--- src/rtl/branch_resolve_unit.sv ---
// rtl/branch_resolve_unit.sv - FIFO of outstanding branch predictions resolved in order into predictor updates
// Optional misprediction counter enabled by defining BRU_MISPREDICT_COUNT_EN.
module branch_resolve_unit #(
  parameter int ADDR_W = 1,
  parameter int DEPTH  = 4,
  parameter int CNT_W  = 16
) (
  input  logic                     clk,
  input  logic                     rst,
  input  logic                     pred_valid,
  input  logic [ADDR_W-1:0]        pred_addr,
  input  logic                     pred_taken,
  output logic                     pred_ready,
  input  logic                     res_valid,
  input  logic                     res_taken,
  input  logic                     flush,
  output logic                     upd_valid,
  output logic [ADDR_W-1:0]        upd_address,
  output logic                     upd_result,
  output logic                     mispredict,
  output logic                     res_error,
  output logic [$clog2(DEPTH):0]   outstanding,
  output logic [CNT_W-1:0]         mispredict_count
);

  localparam int PTR_W = $clog2(DEPTH);
  localparam int OCC_W = PTR_W + 1;
  localparam logic [OCC_W-1:0] FULL_CNT = OCC_W'(DEPTH);

  // Each entry packs {address, predicted direction}.
  logic [ADDR_W:0]     mem_q [DEPTH];
  logic [ADDR_W:0]     mem_d [DEPTH];
  logic [PTR_W-1:0]    wr_ptr_q, wr_ptr_d;
  logic [PTR_W-1:0]    rd_ptr_q, rd_ptr_d;
  logic [OCC_W-1:0]    count_q, count_d;
  logic                upd_valid_q, upd_valid_d;
  logic [ADDR_W-1:0]   upd_address_q, upd_address_d;
  logic                upd_result_q, upd_result_d;
  logic                mispredict_q, mispredict_d;
  logic                res_error_q, res_error_d;

  logic                full;
  logic                push;
  logic                pop;
  logic                empty_resolve;
  logic [ADDR_W:0]     head;
  logic                head_wrong;

  // Ready depends only on registered occupancy; a same-cycle pop never frees a slot early.
  assign full          = (count_q == FULL_CNT);
  assign pred_ready    = !full;
  assign push          = pred_valid && pred_ready && !flush;
  assign pop           = res_valid && (count_q != '0) && !flush;
  assign empty_resolve = res_valid && (count_q == '0) && !flush;
  assign head          = mem_q[rd_ptr_q];
  assign head_wrong    = (head[0] != res_taken);

  // Queue storage write; contents are don't-care until pushed so no reset needed.
  always_comb begin
    for (int i = 0; i < DEPTH; i++) begin
      mem_d[i] = mem_q[i];
    end
    if (push) begin
      mem_d[wr_ptr_q] = {pred_addr, pred_taken};
    end
  end

  // Pointer, occupancy and update-strobe next state; flush empties the queue and masks everything else.
  always_comb begin
    wr_ptr_d      = wr_ptr_q;
    rd_ptr_d      = rd_ptr_q;
    count_d       = count_q;
    upd_valid_d   = 1'b0;
    upd_address_d = upd_address_q;
    upd_result_d  = upd_result_q;
    mispredict_d  = 1'b0;
    res_error_d   = empty_resolve;
    if (flush) begin
      wr_ptr_d = '0;
      rd_ptr_d = '0;
      count_d  = '0;
    end else begin
      if (push) begin
        wr_ptr_d = wr_ptr_q + PTR_W'(1);
      end
      if (pop) begin
        rd_ptr_d      = rd_ptr_q + PTR_W'(1);
        upd_valid_d   = 1'b1;
        upd_address_d = head[ADDR_W:1];
        upd_result_d  = res_taken;
        mispredict_d  = head_wrong;
      end
      if (push && !pop) begin
        count_d = count_q + OCC_W'(1);
      end else if (pop && !push) begin
        count_d = count_q - OCC_W'(1);
      end
    end
  end

  // Storage array register.
  always_ff @(posedge clk) begin
    for (int i = 0; i < DEPTH; i++) begin
      mem_q[i] <= mem_d[i];
    end
  end

  // Control and output registers; reset wins over flush, push and pop.
  always_ff @(posedge clk) begin
    if (rst) begin
      wr_ptr_q      <= '0;
      rd_ptr_q      <= '0;
      count_q       <= '0;
      upd_valid_q   <= 1'b0;
      upd_address_q <= '0;
      upd_result_q  <= 1'b0;
      mispredict_q  <= 1'b0;
      res_error_q   <= 1'b0;
    end else begin
      wr_ptr_q      <= wr_ptr_d;
      rd_ptr_q      <= rd_ptr_d;
      count_q       <= count_d;
      upd_valid_q   <= upd_valid_d;
      upd_address_q <= upd_address_d;
      upd_result_q  <= upd_result_d;
      mispredict_q  <= mispredict_d;
      res_error_q   <= res_error_d;
    end
  end

  assign upd_valid   = upd_valid_q;
  assign upd_address = upd_address_q;
  assign upd_result  = upd_result_q;
  assign mispredict  = mispredict_q;
  assign res_error   = res_error_q;
  assign outstanding = count_q;

`ifdef BRU_MISPREDICT_COUNT_EN
  logic [CNT_W-1:0] mis_cnt_q, mis_cnt_d;

  // Saturating misprediction count; survives flush, cleared only by reset.
  always_comb begin
    mis_cnt_d = mis_cnt_q;
    if (pop && head_wrong && (mis_cnt_q != {CNT_W{1'b1}})) begin
      mis_cnt_d = mis_cnt_q + CNT_W'(1);
    end
  end

  // Misprediction counter register.
  always_ff @(posedge clk) begin
    if (rst) begin
      mis_cnt_q <= '0;
    end else begin
      mis_cnt_q <= mis_cnt_d;
    end
  end

  assign mispredict_count = mis_cnt_q;
`else
  assign mispredict_count = '0;
`endif

endmodule

--- config.mk ---
export PLATFORM = sky130hd
export DESIGN_NAME = branch_resolve_unit
export DESIGN_NICKNAME = d
export VERILOG_FILES = /design/src/rtl/branch_resolve_unit.sv
export SDC_FILE = /design/constraint.sdc
export NUM_CORES = 1
export LEC_CHECK = 0
export CAP_MARGIN = 10
export CORE_MARGIN = 1.5
export CORE_UTILIZATION = 45
export CTS_CLUSTER_DIAMETER = 30
export CTS_CLUSTER_SIZE = 20
export DETAILED_ROUTE_END_ITERATION = 6
export PLACE_DENSITY = 0.77
export SLEW_MARGIN = 5
export SYNTH_ARGS = -nofsm -noshare
export SYNTH_HDL_FRONTEND = slang
export SYNTH_SLANG_ARGS = --single-unit
--- constraint.sdc ---
create_clock -name clk -period 2.7 [get_ports clk]
set_input_delay 0.54 -clock clk [delete_from_list [all_inputs] [get_ports clk]]
set_output_delay 0.54 -clock clk [all_outputs]
set_load 0.05 [all_outputs]
### Yosys cells after proc, flatten, opt, wreduce, memory -nomap -nowiden

Memories as Yosys holds them, arrays and structs flattened. A register that Yosys moved wholly into a read port is not among the register bits.
Cells that the tools add are included.

* logic and storage cells: 48
* bits in writable memories: 8
* input bits: 8
* output and inout port bits: 25
* memories kept: 1
* ROM bits: 0
* register bits after elaboration: 12
* latch bits: 0

* mux-type cells: 9
* bitwise gates (word level): 3
* div/mod/pow operators: 0
* equality and inequality tests: 2
* $lt $le $gt $ge: 2
* add/sub/neg operators: 4
* shifts and indexed selects: 0
* $mul: 0
* reduce and logical (&&, ||, !) cells: 19

Memory list
* mem_q: depth 4, bits a word 2, rd ports 5, clocked after memory_dff 1, wr ports 4, line 31 `logic [ADDR_W:0] mem_q [DEPTH];`

Operators with widths (number)
* $logic_and A1 B1 Y1: 9
* $bwmux W8: 1
* $mux W8: 1
* $mux W2: 3
* $mux W3: 2
* $add A2 B1 Y2 const B: 2
* $demux W2 S2: 1
* $logic_not A1 Y1: 4
* $add A3 B1 Y3 const B: 1
* $eq A3 B3 Y1 const B: 1
* $ge A3 B3 Y1 const B: 1
* $logic_not A3 Y1: 1
* $lt A3 B1 Y1 const B: 1
* $not A2 Y3: 1
* $reduce_bool A3 Y1: 1
* $reduce_or A3 Y1: 1
* $sub A3 B1 Y3 const B: 1
* $not A1 Y1: 2
* $reduce_and A2 Y1: 1
* $reduce_bool A2 Y1: 1
* $reduce_or A2 Y1: 1
* $mux W1: 1
* $ne A1 B1 Y1: 1

### Depth between registers and ports, before layout

* depth in word-level cells: 8
* mapped depth: 8
* gate-level depth less buffers: 8

### Least setup slack after synthesis

Ideal clock, no wire load.

* path kind: reg-to-reg
* from: register count_q[0], in the netlist outstanding[0]
* to: register count_q[2], in the netlist outstanding[2]
* path buffers: 0
* required time: 2.630 ns
* data arrival time: 2.410 ns
* period minus slack after synthesis: 2.480 ns
* cell stages (with the launch flop): 9
* slack: 0.220 ns
* library setup time: 0.070 ns
* cells stage by stage: dfxtp_1 > nor3b_1 > nor3_1 > ha_1 > inv_1 > fa_1 > xor2_1 > or3_1 > a21oi_1

* word-level cells in the longest chain between the ends: 7
* elaborated cells between the ends (all ways): 16
* classes of those cells: add/sub (2); eq/ne (1); mux (2); reduce/logical (11)

Ends and longest elaborated chain
* start: declaration: line 35 `logic [OCC_W-1:0] count_q, count_d;`
* start signal: assignment: line 122 `count_q <= count_d;`
* $eq A3 B3 Y1 (*): line 50 `assign full = (count_q == FULL_CNT);`
* $logic_not A1 Y1 (*): line 51 `assign pred_ready = !full;`
* $logic_and A1 B1 Y1 (*) (2 in a row): line 52 `assign push = pred_valid && pred_ready && !flush;`
* net push: line 43 `logic push;`
* $logic_not A1 Y1: line 95 `end else if (pop && !push) begin`
* $logic_and A1 B1 Y1: line 95
* $reduce_bool A2 Y1 (no source line)

The timed path passes the listed nets; every way through them passes the cells marked *. The select of a mux whose other input is x is not followed.
A chain may end at the register's enable or synchronous reset.

### Final worst setup path

* from: register count_q[2], in the netlist outstanding[2]
* to: output pred_ready

* word-level cells in the longest chain between the ends: 2

Ends and longest elaborated chain
* $eq A3 B3 Y1: line 50
* $logic_not A1 Y1: line 51
* end: declaration: line 13 `output logic pred_ready,`

No other way between the ends.

==> summary.md <==
| Metric | Value |
|---|---|
| Post-route minimum period | `2.56 ns` |
| Final count of hold timing violations | `0` |
| CP max stage delay | `0.73 ns` |
| Initial core utilization | `47.6%` |
| Final setup TNS | `0 ns` |
| Setup crit end kind | `primary output` |
| DP Worst Slack | `0.0197 ns` |
| Reg-to-reg startpoint | `outstanding[1]$_SDFFE_PP0P_` |
| Area fraction of the dominant cell type after synthesis | `26.6%` |
| CTS max path bufs | `2` |
| Avg Inst Size Synth | `11.0 µm²` |
| Primary FF master, synth | `dfxtp_1` |
| Global-route wire length before repair | `2700 µm` |
| Cell count after synthesis | `96` |
| Number of synthesized flops with an enable pin | `8` |
| M1 wire length | `745 µm` |
| Start point of the worst min-delay path | `rd_ptr_q[1]$_SDFFE_PP0P_` |
| Antenna Nets Post-Route | `0` |
| Largest family of logic cells by synthesized area | `buffers and inverters` |
| Area grow syn2layout | `18.4%` |
| Final worst slack | `0.141 ns` |
| I/O Pins | `33` |
| Via density | `4.72` |
| Antenna violations before repair | `0` |
| CTS H-tree depth | `1` |
| Final WL | `1650 µm` |
| Setup Buffers After CTS | `0` |
| WL met3 | `73 µm` |
| Largest net degree at the start of global routing | `14` |
| CTS tree | `built` |
| DR DRC count | `0` |
| CP delay by family, top | `buffers and inverters` |
| Synth Area in XOR/XNOR | `2.49%` |
| Remaining Overflow, GRT | `0` |
| Hold WC Path Type | `reg2reg` |
| Count leader, synth | `buf_4` |
| Core area | `2210 µm²` |
| Tcrit/Tclk final | `94.8%` |
| Worst-path clk slew | `0.12 ns` |
| PostCTS Resize Cnt | `0` |
| Diode count | `0` |
| Worst-Margin Slew | `0.498 ns` |
| Arrival @ worst endpoint | `2.02 ns` |
| Vias post-DR | `680` |
| P_leak | `0.478 nW` |
| Die H | `51.4 µm` |
| Distinct cells, synth | `31` |
| Vias in the first global route | `626` |
| Critical-path maximum fanout | `7` |
| Clk Latency, worst-skew pair | `0.31 ns` |
| Clock root buffer | `clkbuf_4` |
| Mapped cell area | `1050 µm²` |
| CTS hold repair buffers | `0` |
| Slowest CP cell | `clkdlybuf4s50_1` |
| Pwr dens | `599 nW/µm²` |
| Critical Path RT | `2.16 ns` |
| Highest Clock Rate | `391 MHz` |
| Reg-to-reg endpoint | `outstanding[2]$_SDFFE_PP0P_` |
| Top post-synthesis cells by area | `dfxtp_1 (27%), edfxtp_1 (23%), buf_4 (11%)` |
| Slew Limit Fails | `0` |
| GRT Resource Usage Total | `14.1%` |
| Clk sink count | `22` |
| RSZ-0062 raised after global routing | `no` |
| Ys async rst share | `0%` |
| Die outline area | `2640 µm²` |
| Max-Slew Margin vs Limit | `66.7%` |
| Fraction of synthesized area in multiplexers | `5.23%` |
| Reg2Reg Depth | `8` |
| Endpoints failing setup | `0` |
| Std-Cell Rows | `17` |
| Post-synth top cells | `buf_4 (16), dfxtp_1 (14), edfxtp_1 (8), a21oi_1 (7), inv_1 (6)` |
| Layout cells sized above 1 | `8.62%` |
| Synth Register Bits | `22` |
| WL/cell | `11.5 µm` |
| Simple-gate share of the synthesized area | `11.9%` |
| Worst Skew | `0.00309 ns` |
| Compound-Gate Fraction of Synth Area | `8.79%` |
| Max Cap Viol | `0` |
| Maximum resistive drop on vdd | `298 µV` |
| R2R Setup Slk | `0.49 ns` |
| DP HPWL | `1300 µm` |
| IO buf count | `16` |
| Die Wd | `51.4 µm` |
| 1st-iter DRT viols | `12` |
| Synth Area in Adders | `7.84%` |
| Startpoint Class | `flop` |
| Final nets | `131` |
| Worst setup path class | `reg2out` |
| CTS Buf Count | `3` |
| Core Util, Final | `56.4%` |
| Routability cong. | `0.777` |
| Top Metal Used | `met4` |
| Yosys warnings | `0` |
| Cell Chain, Critical Path | `nor3b_1 -> inv_1 -> clkdlybuf4s50_1` |
| CP bufs+invs | `2` |
| DR pass1 iterations | `4` |
| Register area share after synthesis | `49.4%` |
| WL met2 | `799 µm` |
| Hold Crit Depth | `2` |
| Status | `completed` |
| Synth area leader | `dfxtp_1` |
placed cells by master (no fill, tap or decap), types with 4 or more instances in the layout:
master and n:
a21oi_1 7, and2_1 4, clkdlybuf4s50_1 16, conb_1 16, dfxtp_1 14, edfxtp_1 8, ha_1 5, inv_1 6
nor2_1 4, o21ai_0 4
worst max-delay path by stage:
stage                                      from                          end  slack, ns  cells after the start
global route        outstanding[2]$_SDFFE_PP0P_                   pred_ready      0.007                      3
global placement                     pred_valid  outstanding[2]$_SDFFE_PP0P_       0.09                      9
detailed placement                   pred_valid  outstanding[2]$_SDFFE_PP0P_       0.02                      9
finish              outstanding[2]$_SDFFE_PP0P_                   pred_ready       0.14                      3
CTS                 outstanding[2]$_SDFFE_PP0P_                   pred_ready       0.13                      3
floorplan           outstanding[0]$_SDFFE_PP0P_  outstanding[2]$_SDFFE_PP0P_       0.22                      8
report_power, final:
group	total, mW	switching (mW)	internal [mW]	leakage [nW]
sequential	0.360	0.00792	0.352	0.186
combinational	0.136	0.0973	0.0386	0.264
clock	0.252	0.102	0.150	0.0279
per-stage QoR:
step / hold WS, ns / area, µm² / std cells / power, mW
2_1_floorplan: 0.454 / 1110 / 111 / 0.485
5_1_grt: 0.512 / 1250 / 144 / 0.777
3_5_place_dp: 0.479 / 1190 / 140 / 0.502
3_3_place_gp: 0.466 / 1190 / 140 / 0.500
6_report: 0.487 / 1250 / 144 / 0.748
4_1_cts: 0.497 / 1250 / 144 / 0.754
state kept, by name, summed over array words and instances, names as in the netlist, named ones only:
register     cells
upd_result       1
res_error        1
upd_valid        1
outstanding      3
mispredict       1
rd_ptr_q         2
upd_address      1
wr_ptr_q         2
mem_q            8
metal layers:
metal	GRT usage [%]	vias to the layer above
li1	-	340
met1	17.9	314
met2	22.4	22
met3	1.75	4
met4	9.21	0
met5	0	-
layout make-up:
cell class	count	area (µm²)
tap	28	35.0
multi-input combinational	66	442
timing repair buffer	18	175
fill	204	965
clock buffer	3	22.5
sequential	22	520
inverter	6	22.5
clock inverter	1	30.0
tightest hold or removal path, delay by kind of cell, from the launching register on:
family / cells / cell delay [ns]
compound gates: 2 / 0.13
flops: 1 / 0.33
cell families after synthesis:
kind of cell	Yosys count
multiplexers	3
other	1
AO/OA/AOI/OAI	15
flip-flops	22
AND/OR/NAND/NOR	23
adder cells (fa/ha/maj)	6
buffers and inverters	23
XOR/XNOR	3
No activity file was read; power rests on OpenSTA's default activity.
